<file path="src/rtl/u_ins_fetch_pkg.sv">
// Shared processor definitions for the instruction-fetch stage: fetch FSM
// states, reset vector, NOP encoding and the IF/ID register payload.
package u_ins_fetch_pkg;

    typedef enum logic [1:0] {
        ST_IDLE = 2'd0,
        ST_LOAD = 2'd1,
        ST_RUN  = 2'd2
    } fetch_state_e;

    localparam logic [31:0] RESET_VECTOR_DEFAULT = 32'h0040_0000;
    localparam logic [31:0] NOP_INS              = 32'h0000_0000;
    localparam logic [31:0] PC_STEP              = 32'd4;

    typedef struct packed {
        logic [31:0] ins;
        logic [31:0] pc_plus4;
        logic        valid;
    } if_id_t;

    localparam if_id_t IF_ID_EMPTY = '{ins: NOP_INS, pc_plus4: '0, valid: 1'b0};

    function automatic logic [31:0] word_align(input logic [31:0] addr);
        return {addr[31:2], 2'b00};
    endfunction

endpackage

</file>
<file path="src/rtl/u_ins_fetch_if_id_reg.sv">
// IF/ID pipeline register: flush squashes to an empty NOP slot, stall holds,
// otherwise the fetched word and its PC+4 are captured as valid.
module u_if_id_reg
    import u_ins_fetch_pkg::*;
(
    input  logic        i_clk,
    input  logic        i_rst,
    input  logic        i_stall,
    input  logic        i_flush,
    input  logic [31:0] i_ins,
    input  logic [31:0] i_pc_plus4,
    output logic [31:0] o_ins,
    output logic [31:0] o_pc_plus4,
    output logic        o_valid,
    output logic        o_accept
);

    if_id_t if_id_q;
    if_id_t if_id_d;

    always_comb begin
        if_id_d  = if_id_q;
        o_accept = 1'b0;
        if (i_flush) begin
            if_id_d = IF_ID_EMPTY;
        end else if (!i_stall) begin
            if_id_d.ins      = i_ins;
            if_id_d.pc_plus4 = i_pc_plus4;
            if_id_d.valid    = 1'b1;
            o_accept         = 1'b1;
        end
    end

    always_ff @(posedge i_clk) begin
        if (i_rst) begin
            if_id_q <= IF_ID_EMPTY;
        end else begin
            if_id_q <= if_id_d;
        end
    end

    assign o_ins      = if_id_q.ins;
    assign o_pc_plus4 = if_id_q.pc_plus4;
    assign o_valid    = if_id_q.valid;

endmodule

</file>
<file path="src/rtl/u_ins_fetch.sv">
// Instruction fetch stage: IDLE/LOAD/RUN sequencing, PC redirect/stall logic,
// instruction-memory address mux and accepted-instruction counter.
module u_ins_fetch
    import u_ins_fetch_pkg::*;
#(
    parameter logic [31:0] RESET_VECTOR = RESET_VECTOR_DEFAULT
) (
    input  logic        i_sys_clock,
    input  logic        i_sys_reset,
    input  logic        i_u_ins_fetch_start,
    input  logic        i_u_ins_fetch_load_en,
    input  logic [31:0] i_u_ins_fetch_load_addr,
    input  logic        i_u_ins_fetch_stall,
    input  logic        i_u_ins_fetch_flush,
    input  logic        i_u_ins_fetch_branch_taken,
    input  logic [31:0] i_u_ins_fetch_branch_target,
    input  logic        i_u_ins_fetch_jump,
    input  logic [31:0] i_u_ins_fetch_jump_target,
    input  logic [31:0] i_u_ins_fetch_imem_ins,
    output logic [31:0] o_u_ins_fetch_imem_addr,
    output logic [31:0] o_u_ins_fetch_pc,
    output logic [31:0] o_u_ins_fetch_if_id_ins,
    output logic [31:0] o_u_ins_fetch_if_id_pc_plus4,
    output logic        o_u_ins_fetch_if_id_valid,
    output logic [31:0] o_u_ins_fetch_ins_count
);

    fetch_state_e state_q, state_d;
    logic [31:0]  pc_q, pc_d;
    logic [31:0]  ins_count_q, ins_count_d;
    logic [31:0]  pc_plus4;
    logic         if_id_stall;
    logic         if_id_flush;
    logic         if_id_accept;

    assign pc_plus4 = pc_q + PC_STEP;

    // Outside RUN (and on the RUN->LOAD edge) the IF/ID slot is forced empty
    // by driving the sub-module's flush; stall/flush from the pipeline only
    // matter while actually fetching.
    always_comb begin
        state_d     = state_q;
        pc_d        = pc_q;
        if_id_flush = 1'b1;
        if_id_stall = 1'b0;
        unique case (state_q)
            ST_IDLE: begin
                if (i_u_ins_fetch_load_en) begin
                    state_d = ST_LOAD;
                end else if (i_u_ins_fetch_start) begin
                    state_d = ST_RUN;
                    pc_d    = RESET_VECTOR;
                end
            end
            ST_LOAD: begin
                if (!i_u_ins_fetch_load_en) begin
                    state_d = ST_RUN;
                    pc_d    = RESET_VECTOR;
                end
            end
            ST_RUN: begin
                if (i_u_ins_fetch_load_en) begin
                    state_d = ST_LOAD;
                    pc_d    = RESET_VECTOR;
                end else begin
                    if_id_flush = i_u_ins_fetch_flush;
                    if_id_stall = i_u_ins_fetch_stall;
                    if (i_u_ins_fetch_jump) begin
                        pc_d = word_align(i_u_ins_fetch_jump_target);
                    end else if (i_u_ins_fetch_branch_taken) begin
                        pc_d = word_align(i_u_ins_fetch_branch_target);
                    end else if (!i_u_ins_fetch_stall) begin
                        pc_d = pc_plus4;
                    end
                end
            end
            default: begin
                state_d = ST_IDLE;
                pc_d    = RESET_VECTOR;
            end
        endcase
    end

    always_comb begin
        ins_count_d = ins_count_q;
        if (if_id_accept) begin
            ins_count_d = ins_count_q + 32'd1;
        end
    end

    always_ff @(posedge i_sys_clock) begin
        if (i_sys_reset) begin
            state_q     <= ST_IDLE;
            pc_q        <= RESET_VECTOR;
            ins_count_q <= '0;
        end else begin
            state_q     <= state_d;
            pc_q        <= pc_d;
            ins_count_q <= ins_count_d;
        end
    end

    u_if_id_reg u_if_id (
        .i_clk      (i_sys_clock),
        .i_rst      (i_sys_reset),
        .i_stall    (if_id_stall),
        .i_flush    (if_id_flush),
        .i_ins      (i_u_ins_fetch_imem_ins),
        .i_pc_plus4 (pc_plus4),
        .o_ins      (o_u_ins_fetch_if_id_ins),
        .o_pc_plus4 (o_u_ins_fetch_if_id_pc_plus4),
        .o_valid    (o_u_ins_fetch_if_id_valid),
        .o_accept   (if_id_accept)
    );

    assign o_u_ins_fetch_imem_addr = (state_q == ST_LOAD) ? i_u_ins_fetch_load_addr : pc_q;
    assign o_u_ins_fetch_pc        = pc_q;
    assign o_u_ins_fetch_ins_count = ins_count_q;

endmodule

</file>
<file path="config.mk">
export PLATFORM = sky130hd
export DESIGN_NAME = u_ins_fetch
export DESIGN_NICKNAME = d
export VERILOG_FILES = /design/src/rtl/u_ins_fetch_pkg.sv /design/src/rtl/u_ins_fetch_if_id_reg.sv /design/src/rtl/u_ins_fetch.sv
export SDC_FILE = /design/constraint.sdc
export NUM_CORES = 1
export LEC_CHECK = 0
export ABC_AREA = 1
export BUFFER_PORTS_ARGS = -buffer_cell sky130_fd_sc_hd__clkbuf_2
export CORE_ASPECT_RATIO = 0.9
export CORE_MARGIN = 1
export CORE_UTILIZATION = 50
export CTS_BUF_LIST = sky130_fd_sc_hd__clkbuf_4
export DETAILED_ROUTE_END_ITERATION = 7
export GPL_TIMING_DRIVEN = 0
export MAX_ROUTING_LAYER = met4
export PLACE_DENSITY = 0.81
export SLEW_MARGIN = 20
export SYNTH_ARGS = -nofsm -noshare
export SYNTH_HDL_FRONTEND = slang
export SYNTH_SLANG_ARGS = --single-unit
</file>
<file path="constraint.sdc">
create_clock -name i_sys_clock -period 1.7 [get_ports i_sys_clock]
set_input_delay 0.255 -clock i_sys_clock [delete_from_list [all_inputs] [get_ports i_sys_clock]]
set_output_delay 0.255 -clock i_sys_clock [all_outputs]
set_load 0.05 [all_outputs]
</file>
==> run_results.csv, run 1 <==
group,metric,value,unit
cts,cts_buffers,17,
global_routing,grtUsageTotal,0.8169,
logic_synthesis,synth_cells,1157,
placement,gp_congestion,1.060,
placement,io_buffer_count,286,
timing,worstEndpointGrtRepair,"o_u_ins_fetch_imem_addr[12]",
outcome,failed_stage,"5_1_grt",
logic_synthesis,ys_warn_count,0,
floorplanning,start_util,0.5143,
logic_synthesis,synth_edf_count,0,
logic_synthesis,syn_area_per_cell,6.248,µm²
placement,hpwl,22.43,mm
floorplanning,rows,41,
cts,clk_path_buf_depth,2,
global_routing,overflow,106,
outcome,run_status,"did not finish",
logic_synthesis,synthArstFlopShare,0,
cts,htreeDepth,4,
floorplanning,chipWidth,128.8,µm
cts,cts-root-buf,"clkbuf_4",
floorplanning,die_y,116.1,µm
logic_synthesis,ys_seq_elements,127,
cts,clock-sinks,127,
logic_synthesis,yosysSeqAreaShare,0.3517,
logic_synthesis,synth-main-ff-cell,"dfxtp_1",
timing,worst-ep-kind,"output port",
logic_synthesis,syn_area,7229,µm²
logic_synthesis,synth_cell_type_count,39,
global_routing,grt_max_degree,17,
outcome,stop_error,"[ERROR GRT-0232] Routing congestion too high. Check the congestion heatmap in the GUI.",
floorplanning,io_pins,297,
cells in the mapped netlist, types with 6 or more instances:
cell,count,area (µm²)
a21oi_1,129,645.6
buf_2,16,80.08
buf_4,6,45.04
clkbuf_1,29,108.9
dfxtp_1,127,2542
inv_1,96,360.4
inv_2,6,22.52
mux2_2,6,67.56
nand2_1,366,1374
nand3_1,51,255.2
nand4_1,8,50.05
nor2_1,163,611.8
nor2_2,6,37.54
nor3_1,15,75.07
o211ai_1,17,127.6
o21ai_0,48,240.2
xor2_1,17,148.9
layer usage:
layer | overflow | track usage
met1 | 8 | 0.8057
met2 | 54 | 0.9550
met3 | 6 | 0.6662
met4 | 38 | 0.8031
met5 | - | -
logic make-up after synthesis:
kind of cell    after synthesis  synth area share
flops                       127            0.3517
xor+xnor                     22           0.02665
other cells                   1         0.0005187
buf+inv                     162           0.09311
compound gates              204            0.1487
simple gates                632            0.3648
fa+ha+maj                     3          0.005193
mux                           6          0.009345
stage by stage:
step,setup WS (ps),hold slack (ps),instance area (µm²),instances
after floorplan,-264.0,332.4,7391,1160
after global placement,-790.5,451.7,9064,1639
after detailed placement,-779.8,456.9,9064,1639
after CTS,-329.9,0.3353,10720,1736
timing repair:
| item | 4_1_cts |
|---|---|
| hold endpoints to repair | 46 |
| setup endpoints to repair | 72 |
| resized for setup | 185 |
| cloned | 5 |
| pin swaps | 18 |
| setup buffers | 16 |
| hold buffers | 45 |
==> inputs of run 2 (changes only) <==
CORE_ASPECT_RATIO = default   (was 0.9)
CORE_UTILIZATION = 40   (was 50)
CTS_BUF_LIST = default   (was sky130_fd_sc_hd__clkbuf_4)
MAX_ROUTING_LAYER = default   (was met4)
PLACE_DENSITY = default   (was 0.81)
PLACE_DENSITY_LB_ADDON = 0.15   (was default)
==> run_results.csv, run 2 <==
group,metric,value,unit
drt,ant_nets,0,
setup_path,reg2reg_to,"u_if_id.o_ins[8]",
global_routing,antenna_found_initial,0,
floorplanning,die_y,136.4,µm
setup_path,cp_max_fo,8,
timing,max-slew-margin-rel,0.4848,
logic_synthesis,synth_cells,1157,
worst_hold_path,hold_path.class,"in2reg",
cts,cts-root-buf,"clkbuf_16",
cells_and_area,final_core_util,0.6759,
timing,slew_viol_final,0,
floorplanning,io_pins,297,
setup_path,path_class,"reg2out",
cells_and_area,layout_commonest_cell,"nand2_1",
timing,fin_worst_skew,11.80,ps
setup_path,reg2reg_depth,13,
logic_synthesis,yosysSeqAreaShare,0.3517,
logic_synthesis,netlist.top_cell.by_area,"dfxtp_1",
timing,worst_pin_slew,772.8,ps
placement,io_buffer_count,286,
setup_path,cp.required,1440,ps
logic_synthesis,synth_top_area_frac,0.3517,
cells_and_area,antennaDiodeCount,0,
cells_and_area,syn2layout_area_growth,63.40,%
worst_hold_path,worstHoldStart,"i_u_ins_fetch_imem_ins[16]",
cells_and_area,seq_area,2620,µm²
timing,fin_hold_ws,57.98,ps
logic_synthesis,synthArstFlopShare,0,
timing,fin_ws,-218.8,ps
logic_synthesis,synth_cell_type_count,39,
cts,worst_skew_pair.late_latency,420,ps
logic_synthesis,synth-main-ff-cell,"dfxtp_1",
drt,drt_wl_total,29.97,mm
cts,clock-sinks,127,
outcome,violations,"negative setup slack",
placement,gp_congestion,0.9937,
floorplanning,die-area,18620,µm²
power,max-vdd-ir-drop,0.0006896,V
power,power,8.206,mW
timing,setup_tns,-7860,ps
worst_hold_path,min_to,"u_if_id.o_ins[16]",
outcome,run_status,"complete, but fails checks",
cells_and_area,multi_input_area,4959,µm²
cts,cts_buffers,17,
floorplanning,start_util,0.4137,
floorplanning,chipWidth,136.4,µm
logic_synthesis,syn_area_per_cell,6.248,µm²
timing,finalHoldViolCount,0,
global_routing,overflow,0,
timing,max_freq,521.2,MHz
placement,post_dp_cell_area,9104,µm²
logic_synthesis,ys_seq_elements,127,
flow_run,timing.max_cap.violations,0,
cts,clk_path_buf_depth,2,
cells_and_area,final_nets,1645,
cts,hold_buffers,0,
floorplanning,rows,48,
cells_and_area,fin_area,11810,µm²
timing,fin_crit_sh,1.129,
logic_synthesis,synth_common_cells,"nand2_1, nor2_1, a21oi_1",
power,cellLeakagePower,5.409,nW
floorplanning,core_area,17480,µm²
drt,avgViaCountPerCell,5.260,
global_routing,grt_max_degree,17,
cts,cts_tree,"done",
global_routing,grt_pass1_wl,42.21,mm
logic_synthesis,ys_top_cells_by_area,"dfxtp_1, nand2_1, a21oi_1, nor2_1, inv_1",
worst_hold_path,hold_depth,3,
timing,setup_viol,94,
logic_synthesis,syn_area,7229,µm²
logic_synthesis,yosysMostFrequentCell,"nand2_1",
drt,drtIter0Drc,715,
logic_synthesis,ys_warn_count,0,
drt,wl_per_cell,17.18,µm
cts,path_clk_slew,60,ps
cells_and_area,n_fill_cell,1522,
global_routing,grtUsageTotal,0.3000,
drt,route.detailed.drc,0,
logic_synthesis,synth_edf_count,0,
setup_path,regToRegSetupSlack,-120,ps
cells_and_area,layout-drive-gt1-share,0.4266,
setup_path,crit_path_end_kind,"output port",
drt,num_vias,9174,
timing,fin_crit,1919,ps
drt,first_pass_iters,7,
setup_path,cp-start-kind,"register",
timing,rsz0062_at_grt,"yes",
setup_path,r2r_start,"state_q[1]",
placement,hpwl,20.90,mm
global_routing,grt_pass1_vias,7834,
power,power_density,694.7,nW/µm²
cells_and_area,mostFrequentLayoutCells,"nand2_1, clkbuf_2, nor2_1",
cts,htreeDepth,4,
setup_path,arrival,1660,ps
run 2: cell counts after synthesis:
Identical to the previous run, type by type.
run 2: power by group:
group          leakage, nW  switching, mW  internal [mW]
registers             1.05         0.0338           2.99
clock network        0.290           1.44           2.35
logic                 4.07          0.809          0.590
run 2: timing repair:
| action | CTS | global route |
|---|---|---|
| cloned | 5 | 11 |
| pin swaps | 27 | 54 |
| setup endpoints to repair | 111 | 141 |
| setup buffers | 5 | 23 |
| gates resized for setup | 161 | 308 |
run 2: logic make-up after synthesis:
kind of cell	Yosys count	share of synthesized area
adder cells (fa/ha/maj)	3	0.005193
buffers and inverters	162	0.09311
other	1	0.0005187
AND/OR/NAND/NOR	632	0.3648
flip-flops	127	0.3517
multiplexers	6	0.009345
AO/OA/AOI/OAI	204	0.1487
XOR/XNOR	22	0.02665
run 2: stage by stage:
step,worst slack [ps],std cells
floorplan,-264.0,1160
global placement,-611.5,1671
detailed placement,-648.1,1671
CTS,-187.6,1711
global route,-260.8,1744
finish,-218.8,1744
run 2: worst max-delay path by stage:
| stage | slack [ps] | cells past startpoint | start | to |
|---|---|---|---|---|
| 2_1_floorplan | -260 | 4 | state_q[0] | o_u_ins_fetch_imem_addr[10] |
| 3_5_place_dp | -650 | 7 | state_q[1] | o_u_ins_fetch_imem_addr[18] |
| 5_1_grt | -260 | 6 | state_q[1] | o_u_ins_fetch_imem_addr[31] |
| 6_report | -220 | 7 | state_q[1] | o_u_ins_fetch_imem_addr[17] |
| 3_3_place_gp | -610 | 7 | state_q[1] | o_u_ins_fetch_imem_addr[18] |
| 4_1_cts | -190 | 7 | state_q[1] | o_u_ins_fetch_imem_addr[25] |
run 2: area by class of cell:
type | instances | area share
multi-input combinational | 871 | 0.4198
sequential | 127 | 0.2218
timing repair buffer | 329 | 0.2015
buffer | 57 | 0.04830
clock buffer | 19 | 0.03750
inverter | 103 | 0.03358
tap | 225 | 0.02383
clock inverter | 13 | 0.01377
run 2: worst max-delay path, stage by stage (launching register included):
cell,delay [ps]
dfxtp_4,380
inv_8,40
nand2_8,80
clkbuf_16,190
clkbuf_16,170
nor2_4,40
a21oi_2,160
buf_8,170
run 2: layer usage:
layer | vias up | wire [µm] | global-route usage
met3 | 51 | 2622 | 0.06003
li1 | 4397 | - | -
met5 | - | 0 | 0
met2 | 489 | 13910 | 0.4693
met1 | 4237 | 12790 | 0.4127
met4 | 0 | 649 | 0.09012
Note: power is estimated with default switching activity, not from simulation.
==> inputs of run 3 (changes only) <==
GPL_TIMING_DRIVEN = default   (was 0)
==> run_results.csv, run 3 (synthesis gave the netlist of run 2 again) <==
group,metric,value,unit
drt,avgViaCountPerCell,5.198,
power,cellLeakagePower,5.229,nW
cts,worst_skew_pair.late_latency,420,ps
cells_and_area,seq_area,2592,µm²
setup_path,crit_path_cell_trace,"inv_2 -> nand2_4 -> buf_12 -> buf_16 -> buf_16 -> a21oi_4 -> buf_12",
floorplanning,io_pins,297,
timing,fin_crit,1907,ps
cells_and_area,n_fill_cell,1504,
setup_path,cp.required,1440,ps
worst_hold_path,hold_depth,3,
global_routing,met1_usage,0.3727,
cts,clock-sinks,127,
power,power,8.392,mW
global_routing,grt_pass1_wl,39.92,mm
cells_and_area,final_core_util,0.6602,
worst_hold_path,worstHoldStart,"i_u_ins_fetch_imem_ins[0]",
outcome,run_status,"complete, but fails checks",
cts,cts_tree,"done",
worst_hold_path,min_to,"u_if_id.o_ins[0]",
timing,rsz0062_at_grt,"yes",
drt,route.detailed.drc,0,
timing,fin_crit_sh,1.122,
placement,gp_congestion,0.9232,
timing,setup_tns,-10750,ps
setup_path,regToRegSetupSlack,-160,ps
setup_path,arrival,1650,ps
worst_hold_path,hold_path.class,"in2reg",
floorplanning,die_y,136.4,µm
floorplanning,die-area,18620,µm²
cells_and_area,final_nets,1642,
outcome,violations,"negative setup slack",
placement,hpwl,18.59,mm
timing,fin_worst_skew,9.973,ps
cts,clk_path_buf_depth,2,
timing,fin_ws,-206.8,ps
timing,slew_viol_final,0,
cells_and_area,layoutNonFillerInstCount,1741,
global_routing,busiest_layer,"met2",
setup_path,worst_path_max_delay_cell,"dfxtp_2",
setup_path,cp-start-kind,"register",
timing,setup_viol,99,
placement,io_buffer_count,288,
cts,cts_buffers,17,
power,max-vdd-ir-drop,0.0007167,V
floorplanning,chipWidth,136.4,µm
global_routing,use_met3,0.06189,
setup_path,cp_max_fo,6,
cells_and_area,syn2layout_area_growth,59.59,%
global_routing,overflow,0,
timing,max_freq,524.5,MHz
setup_path,path_delay_family,"buffers and inverters",
drt,first_pass_iters,5,
setup_path,path_class,"reg2out",
floorplanning,core_area,17480,µm²
placement,placedCellCount,1676,
timing,max-slew-margin-rel,0.5577,
cells_and_area,antennaDiodeCount,0,
global_routing,antenna_found_initial,0,
drt,ant_nets,0,
power,power_density,727.4,nW/µm²
global_routing,grt_max_degree,59,
cells_and_area,multi_input_area,4771,µm²
cells_and_area,layout-drive-gt1-share,0.4004,
global_routing,grt_pass1_vias,7865,
setup_path,crit_path_max_incr_delay,320,ps
timing,worst_pin_slew,663.5,ps
drt,drt_wl_total,28.33,mm
cells_and_area,mostFrequentLayoutCells,"nand2_1, clkbuf_2, nor2_1",
cts,cts-root-buf,"clkbuf_16",
setup_path,path_buf_inv,5,
global_routing,met2_usage,0.4275,
setup_path,reg2reg_depth,10,
floorplanning,start_util,0.4137,
drt,wl_per_cell,16.27,µm
drt,drtIter0Drc,639,
flow_run,timing.max_cap.violations,0,
setup_path,crit_path_end_kind,"output port",
setup_path,reg2reg_to,"u_if_id.o_pc_plus4[30]",
cells_and_area,layout_commonest_cell,"nand2_1",
cts,path_clk_slew,60,ps
drt,num_vias,9049,
timing,fin_hold_ws,61.99,ps
global_routing,grtUsageTotal,0.2788,
floorplanning,rows,48,
setup_path,r2r_start,"state_q[1]",
timing,finalHoldViolCount,0,
cts,htreeDepth,4,
## run 3: cell count changes in the layout (fill, tap and decap cells not counted), sizes merged
cell,change
clkinv,+3
bufinv,+2
clkbuf,-39
buf,+31
## run 3: per-stage QoR
stage	setup WS, ps	cell area, µm²
6_report	-206.8	11540
3_3_place_gp	49.17	9445
5_1_grt	-262.5	11540
2_1_floorplan	-264.0	7391
4_1_cts	-217.6	10680
3_5_place_dp	27.71	9445
## run 3: layer usage
layer / routed length (µm) / up-vias / part of all wire
met5: 0 / - / 0
met4: 923 / 0 / 0.033
met3: 2387 / 60 / 0.084
met2: 12880 / 459 / 0.45
met1: 12140 / 4143 / 0.43
li1: - / 4387 / -
## run 3: power by group
part           total [mW]  internal (mW)  switching [mW]
logic                1.32          0.547           0.775
registers            3.02           3.00          0.0231
clock network        4.05           2.61            1.44
total                8.39           6.15            2.24
## run 3: area by class of cell
type                       instances  area share
timing repair inverter             5    0.004880
multi-input combinational        871      0.4135
tap                              225     0.02440
timing repair buffer             378      0.2415
inverter                         103     0.03492
clock buffer                      19     0.03752
sequential                       127      0.2247
clock inverter                    13     0.01854
## run 3: worst min-delay path: stages
cell and delay [ps]:
clkbuf_2 80, nand2_1 50, a21oi_1 50
## run 3: worst max-delay path by stage
stage                          from                     endpoint  slack [ps]  depth (start not counted)
6_report                 state_q[1]  o_u_ins_fetch_imem_addr[26]        -210                          7
5_1_grt                  state_q[1]       u_if_id.o_pc_plus4[30]        -260                         10
4_1_cts                  state_q[1]   o_u_ins_fetch_imem_addr[3]        -220                          6
3_5_place_dp             state_q[0]       u_if_id.o_pc_plus4[10]          30                          7
3_3_place_gp   o_u_ins_fetch_pc[14]         o_u_ins_fetch_pc[24]          50                         11
2_1_floorplan            state_q[0]  o_u_ins_fetch_imem_addr[10]        -260                          4
## run 3: what timing repair did
action                     in CTS  in global routing
setup endpoints to repair      32                133
gates resized for setup        95                218
pin swaps                      18                 22
gates cloned                    5                  8
hold buffers                    0                  0
setup buffers                   7                 17
